==> src/rtl/btn_pkg.sv <==
// btn_pkg: shared types and defaults for the push-button conditioner.
//   rep_state_t      - per-channel hold-to-repeat FSM state
//   DEF_*            - default timing constants for a 100 MHz system clock
//   cnt_width()      - counter width able to hold 0 .. max_count-1 (at least 1 bit)
//   max_int()        - larger of two integers, for sizing the shared repeat counter
package btn_pkg;

  typedef enum logic [1:0] {
    ST_IDLE   = 2'd0,
    ST_DELAY  = 2'd1,
    ST_REPEAT = 2'd2
  } rep_state_t;

  localparam int DEF_N_BTN             = 4;
  localparam int DEF_DEBOUNCE_CYC      = 1_000_000;   // 10 ms
  localparam int DEF_REPEAT_EN         = 1;
  localparam int DEF_REPEAT_DELAY_CYC  = 50_000_000;  // 500 ms
  localparam int DEF_REPEAT_PERIOD_CYC = 10_000_000;  // 100 ms

  function automatic int cnt_width(input int max_count);
    return (max_count > 2) ? $clog2(max_count) : 1;
  endfunction

  function automatic int max_int(input int a, input int b);
    return (a > b) ? a : b;
  endfunction

endpackage

==> src/rtl/btn_channel.sv <==
// btn_channel: one button channel - two-flop synchroniser, debounce counter
// and hold-to-repeat FSM. All outputs come straight from flops.
//   clk, rst_n : system clock, synchronous active-low reset
//   btn        : raw asynchronous level (1 = pressed)
//   level      : debounced level
//   press, rel : one-cycle pulses on debounced 0->1 / 1->0
//   rpt        : one-cycle auto-repeat pulse
module btn_channel
  import btn_pkg::*;
#(
  parameter int DEBOUNCE_CYC      = DEF_DEBOUNCE_CYC,
  parameter int REPEAT_EN         = DEF_REPEAT_EN,
  parameter int REPEAT_DELAY_CYC  = DEF_REPEAT_DELAY_CYC,
  parameter int REPEAT_PERIOD_CYC = DEF_REPEAT_PERIOD_CYC
) (
  input  logic clk,
  input  logic rst_n,
  input  logic btn,
  output logic level,
  output logic press,
  output logic rel,
  output logic rpt
);

  localparam int DCNT_W = cnt_width(DEBOUNCE_CYC);
  localparam int RCNT_W = cnt_width(max_int(REPEAT_DELAY_CYC, REPEAT_PERIOD_CYC));
  localparam logic [DCNT_W-1:0] DCNT_LAST = DCNT_W'(DEBOUNCE_CYC - 1);
  localparam logic [RCNT_W-1:0] DLY_LAST  = RCNT_W'(REPEAT_DELAY_CYC - 1);
  localparam logic [RCNT_W-1:0] PER_LAST  = RCNT_W'(REPEAT_PERIOD_CYC - 1);

  logic              sync1;
  logic              sync2;
  logic [DCNT_W-1:0] dcnt;
  logic [DCNT_W-1:0] dcnt_nxt;
  logic              flip;
  logic              press_evt;
  logic              rel_evt;
  rep_state_t        state;
  rep_state_t        state_nxt;
  logic [RCNT_W-1:0] rcnt;
  logic [RCNT_W-1:0] rcnt_nxt;
  logic              rpt_evt;

  // Debounce: accept a new level only after DEBOUNCE_CYC consecutive disagreeing samples.
  always_comb begin
    dcnt_nxt = '0;
    flip     = 1'b0;
    if (sync2 != level) begin
      if (dcnt == DCNT_LAST) begin
        flip = 1'b1;
      end else begin
        dcnt_nxt = dcnt + DCNT_W'(1);
      end
    end else begin
      dcnt_nxt = '0;
    end
  end

  assign press_evt = flip & ~level;
  assign rel_evt   = flip &  level;

  // Repeat FSM next state. It reacts to the press event in the same edge that
  // registers press, so the first repeat lands exactly REPEAT_DELAY_CYC cycles
  // after the press pulse.
  always_comb begin
    state_nxt = state;
    rcnt_nxt  = rcnt;
    rpt_evt   = 1'b0;
    case (state)
      ST_IDLE: begin
        if (press_evt) begin
          state_nxt = ST_DELAY;
          rcnt_nxt  = '0;
        end else begin
          rcnt_nxt  = '0;
        end
      end
      ST_DELAY: begin
        if (rcnt == DLY_LAST) begin
          rpt_evt   = 1'b1;
          rcnt_nxt  = '0;
          state_nxt = ST_REPEAT;
        end else begin
          rcnt_nxt  = rcnt + RCNT_W'(1);
        end
      end
      ST_REPEAT: begin
        if (rcnt == PER_LAST) begin
          rpt_evt  = 1'b1;
          rcnt_nxt = '0;
        end else begin
          rcnt_nxt = rcnt + RCNT_W'(1);
        end
      end
      default: begin
        state_nxt = ST_IDLE;
        rcnt_nxt  = '0;
      end
    endcase
    // A release overrides everything, including a coincident repeat tick.
    if (rel_evt || (REPEAT_EN == 0)) begin
      state_nxt = ST_IDLE;
      rcnt_nxt  = '0;
      rpt_evt   = 1'b0;
    end else begin
      state_nxt = state_nxt;
    end
  end

  // Channel state and output registers.
  always_ff @(posedge clk) begin
    if (!rst_n) begin
      sync1 <= 1'b0;
      sync2 <= 1'b0;
      dcnt  <= '0;
      level <= 1'b0;
      press <= 1'b0;
      rel   <= 1'b0;
      rpt   <= 1'b0;
      state <= ST_IDLE;
      rcnt  <= '0;
    end else begin
      sync1 <= btn;
      sync2 <= sync1;
      dcnt  <= dcnt_nxt;
      level <= level ^ flip;
      press <= press_evt;
      rel   <= rel_evt;
      rpt   <= rpt_evt;
      state <= state_nxt;
      rcnt  <= rcnt_nxt;
    end
  end

endmodule

==> src/rtl/btn_conditioner.sv <==
// btn_conditioner: N_BTN independent push-button conditioning channels.
//   clk, rst_n : system clock, synchronous active-low reset
//   btn_i      : raw button levels (1 = pressed)
//   level_o    : debounced levels
//   press_o    : one-cycle pulse on debounced press
//   release_o  : one-cycle pulse on debounced release
//   repeat_o   : one-cycle hold-to-repeat pulse
//   event_o    : press_o | repeat_o (OR of flops, no added latency)
module btn_conditioner
  import btn_pkg::*;
#(
  parameter int N_BTN             = DEF_N_BTN,
  parameter int DEBOUNCE_CYC      = DEF_DEBOUNCE_CYC,
  parameter int REPEAT_EN         = DEF_REPEAT_EN,
  parameter int REPEAT_DELAY_CYC  = DEF_REPEAT_DELAY_CYC,
  parameter int REPEAT_PERIOD_CYC = DEF_REPEAT_PERIOD_CYC
) (
  input  logic             clk,
  input  logic             rst_n,
  input  logic [N_BTN-1:0] btn_i,
  output logic [N_BTN-1:0] level_o,
  output logic [N_BTN-1:0] press_o,
  output logic [N_BTN-1:0] release_o,
  output logic [N_BTN-1:0] repeat_o,
  output logic [N_BTN-1:0] event_o
);

  if (N_BTN < 1) begin : g_bad_n_btn
    $error("btn_conditioner: N_BTN must be >= 1");
  end
  if (DEBOUNCE_CYC < 2) begin : g_bad_debounce
    $error("btn_conditioner: DEBOUNCE_CYC must be >= 2");
  end
  if (REPEAT_DELAY_CYC < 2) begin : g_bad_delay
    $error("btn_conditioner: REPEAT_DELAY_CYC must be >= 2");
  end
  if (REPEAT_PERIOD_CYC < 2) begin : g_bad_period
    $error("btn_conditioner: REPEAT_PERIOD_CYC must be >= 2");
  end

  for (genvar i = 0; i < N_BTN; i++) begin : g_ch
    btn_channel #(
      .DEBOUNCE_CYC      (DEBOUNCE_CYC),
      .REPEAT_EN         (REPEAT_EN),
      .REPEAT_DELAY_CYC  (REPEAT_DELAY_CYC),
      .REPEAT_PERIOD_CYC (REPEAT_PERIOD_CYC)
    ) u_ch (
      .clk   (clk),
      .rst_n (rst_n),
      .btn   (btn_i[i]),
      .level (level_o[i]),
      .press (press_o[i]),
      .rel   (release_o[i]),
      .rpt   (repeat_o[i])
    );
  end

  assign event_o = press_o | repeat_o;

endmodule

==> config.mk <==
export PLATFORM = sky130hd
export DESIGN_NAME = btn_conditioner
export DESIGN_NICKNAME = d
export VERILOG_FILES = /design/src/rtl/btn_pkg.sv /design/src/rtl/btn_channel.sv /design/src/rtl/btn_conditioner.sv
export SDC_FILE = /design/constraint.sdc
export NUM_CORES = 1
export LEC_CHECK = 0
export BUFFER_PORTS_ARGS = -buffer_cell sky130_fd_sc_hd__buf_4
export CAP_MARGIN = 30
export CORE_UTILIZATION = 39
export DETAILED_ROUTE_END_ITERATION = 16
export GPL_TIMING_DRIVEN = 0
export PLACE_DENSITY = 0.58
export RECOVER_POWER = 100
export SETUP_SLACK_MARGIN = 0.02
export SYNTH_ARGS = -nofsm -noshare
export SYNTH_HDL_FRONTEND = slang
export SYNTH_SLANG_ARGS = --single-unit
==> constraint.sdc <==
create_clock -name clk -period 3.1 [get_ports clk]
set_input_delay 0.155 -clock clk [delete_from_list [all_inputs] [get_ports clk]]
set_output_delay 0.155 -clock clk [all_outputs]
set_load 0.02 [all_outputs]
==> impl_metrics.ini <==
[outcome]
status = completed

[yosys]
syn-instance-count = 1146
yosys.area_share.simple_pct = 31.4
synth_compound_area_share_pct = 3.17
async_flop_share_pct = 0
ys_types = 66
ys_ff_latch = 216
yosys_warnings = 0
synth_fa_ha_area_share_pct = 2.63
synth_top_family_by_area = simple AND/OR/NAND/NOR gates
synth-main-ff-cell = dfxtp_1
yosysSeqAreaShare_pct = 43.3
synth_edf_count = 0
syn_area_per_cell_um2 = 8.71
syn_nets = 1173
synth_xor_area_share_pct = 14.6
syn-cell-area_mm2 = 0.00999
synth.mux.area_fraction_pct = 0.501

[timing]
setup_tns_ns = 0
rsz0062_at_grt = false
fin_crit_sh_pct = 90.9
worstMarginPinSlew_ns = 0.769
final-max-slew-violation-count = 0
fin_crit_ns = 2.82
relSlewSlack_pct = 48.3
fin_skew_ns = 0.0136
finalSetupViolCount = 0
holdWs_ns = 0.380
fmax_ghz = 0.355
hold_viol_final = 0

[clocking]
clk_path_buf_depth = 3
cts_htree_levels = 1
cts.clk_slew.worst_paths_ns = 0.06
cts_tree = done
post_cts_buffers = 0
clk_latency_ns = 0.53
numCtsBuffers = 25
numClockSinks = 216
clockRootBuffer = clkbuf_16

[flow_run]
drv_cap = 0

[die]
die-area_mm2 = 0.0263
start_util_pct = 39.7
die_w_um = 162
die_h_um = 162
fp-row-count = 58
core_area_mm2 = 0.0252
io_pins = 26

[critical_path]
cp.arrival_ns = 3.22
rrSetupSlack_ns = 0.28
reg2reg_to = g_ch[3].u_ch.rcnt[20]
worst_path_largest_cell_delay_ns = 0.58
rr_startpoint = g_ch[3].u_ch.dcnt[9]
setup.worst_path.class = reg2reg
cp.depth = 6
cp_top_family = simple AND/OR/NAND/NOR gates
reg2reg_depth = 6
crit_start = g_ch[3].u_ch.dcnt[9]
endpoint_kind = register
cp_slowest_cell = nor4_1
critPathMaxFanout = 10
crit_path_end = g_ch[3].u_ch.rcnt[20]
cp_cell_sequence = or4bb_1 > nor4_1 > a31oi_1 > o211ai_1 > clkbuf_1 > nor2_1
critical_path_buf_inv_count = 1
cp.required_ns = 3.50
critPathLaunchType = register

[place]
hpwl_mm = 13.3
portBuffers = 24
place_congestion = 0.789

[grt]
antenna_found_initial = 0
grt_start_max_net_pins = 14
grt_pass1_wl_mm = 33.1
grt-ovfl-total = 0
grt_usage_pct = 14.8
grt_pass1_vias = 7192

[worst_hold_path]
hold_path_class = in2reg

[cells_and_area]
syn2layout_area_growth_pct = 13.5
final_common_cell = nor2_1
fillers = 2483
drive_gt1_share_pct = 7.07
antennaDiodeCount = 0
nNetsFinal = 1229
layout_common_cells = nor2_1 (222), dfxtp_1 (216), xor2_1 (94)
finalCoreUtilization_pct = 45.0

[route]
via_per_inst = 4.93
vias = 7615
drtAntennaViolNets = 0
wl_per_cell_um = 12.2
wl_mm = 18.9
drt_iter0_drc = 391
remaining_drc_errors = 0
drt_pre_antenna_iters = 6

[pwr]
p_per_area_mw_per_mm2 = 503
ir_drop_mv = 0.436
p_leak_nw = 3.68
-- per-stage QoR --
step	instances	instance area (um^2)	total power [mW]	setup WS [ns]
floorplan	1146	9990	2.91	0.861
finish	1546	11300	5.70	0.283
CTS	1546	11400	5.80	0.408
global route	1546	11300	5.94	0.134
global placement	1500	10600	2.93	0.436
detailed placement	1501	10600	2.93	0.423
-- worst min-delay path, cell delays in order --
cell	delay (ns)
dlygate4sd3_1	0.52
buf_4	0.09
and2_0	0.11
-- where the power goes --
group / internal (mW) / switching [mW]
registers: 2.79 / 0.00606
clock network: 1.71 / 1.12
logic: 0.0311 / 0.0492
-- metal layers --
metal	vias up	track usage, %	part of all wire [%]	wire (um)
met5	-	0	0	0
met4	0	4.29	1.9	351
met3	24	2.45	2.8	531
met2	58	24.3	44	8390
met1	3532	19.9	51	9660
li1	4001	-	-	-
-- what timing repair did --
action                    4_1_cts  5_1_grt
hold buffers                    4        0
gates resized for setup         0        0
hold endpoints to repair        4        0
-- how the worst min path moves through the flow --
stage | start | cells after the start | endpoint
after floorplan | btn_i[0] | 1 | g_ch[0].u_ch.sync1
after global placement | btn_i[1] | 2 | g_ch[1].u_ch.sync1
after detailed placement | btn_i[2] | 2 | g_ch[2].u_ch.sync1
after CTS | btn_i[2] | 3 | g_ch[2].u_ch.sync1
after global routing | btn_i[1] | 3 | g_ch[1].u_ch.sync1
final | btn_i[3] | 3 | g_ch[3].u_ch.sync1
-- state kept, by name, summed over array words and instances (netlist names), named ones only --
name and count:
g_ch.u_ch.state 8, g_ch.u_ch.rel 4, g_ch.u_ch.sync2 4, g_ch.u_ch.press 4
g_ch.u_ch.rcnt 104, g_ch.u_ch.rpt 4, g_ch.u_ch.sync1 4, g_ch.u_ch.dcnt 80
-- logic make-up after synthesis --
| family | count (synthesis) |
|---|---|
| and+or+nand+nor | 608 |
| DFF | 216 |
| xor gates and xnor gates | 167 |
| buffers and inverters | 87 |
| AOI/OAI and AO/OA | 42 |
| adders and majority gates | 21 |
| muxes | 5 |
-- Yosys cell counts, types with 20 or more instances --
library cell    n  area share (%)
and2_1         20             1.3
nor2_1        222             8.3
xor2_1         94             8.2
clkbuf_1       31             1.2
nand3_1        75             3.8
xnor2_1        73             6.4
nor3_1         31             1.6
and3_1         38             2.4
nand2_1        70             2.6
nand4_1        40             2.5
inv_1          34             1.3
ha_1           21             2.6
dfxtp_1       216              43
-- cell type report --
class / instances / area, um^2 / area share (%)
multi-input cells: 843 / 5200 / 45.9
flip-flops and latches: 216 / 4320 / 38.2
clock buffers: 36 / 727 / 6.41
well taps: 330 / 413 / 3.64
plain buffers: 53 / 303 / 2.67
repair buffers: 29 / 165 / 1.46
inverters: 34 / 128 / 1.13
clock inverters: 5 / 68.8 / 0.607
(Power assumes the default switching activity.)
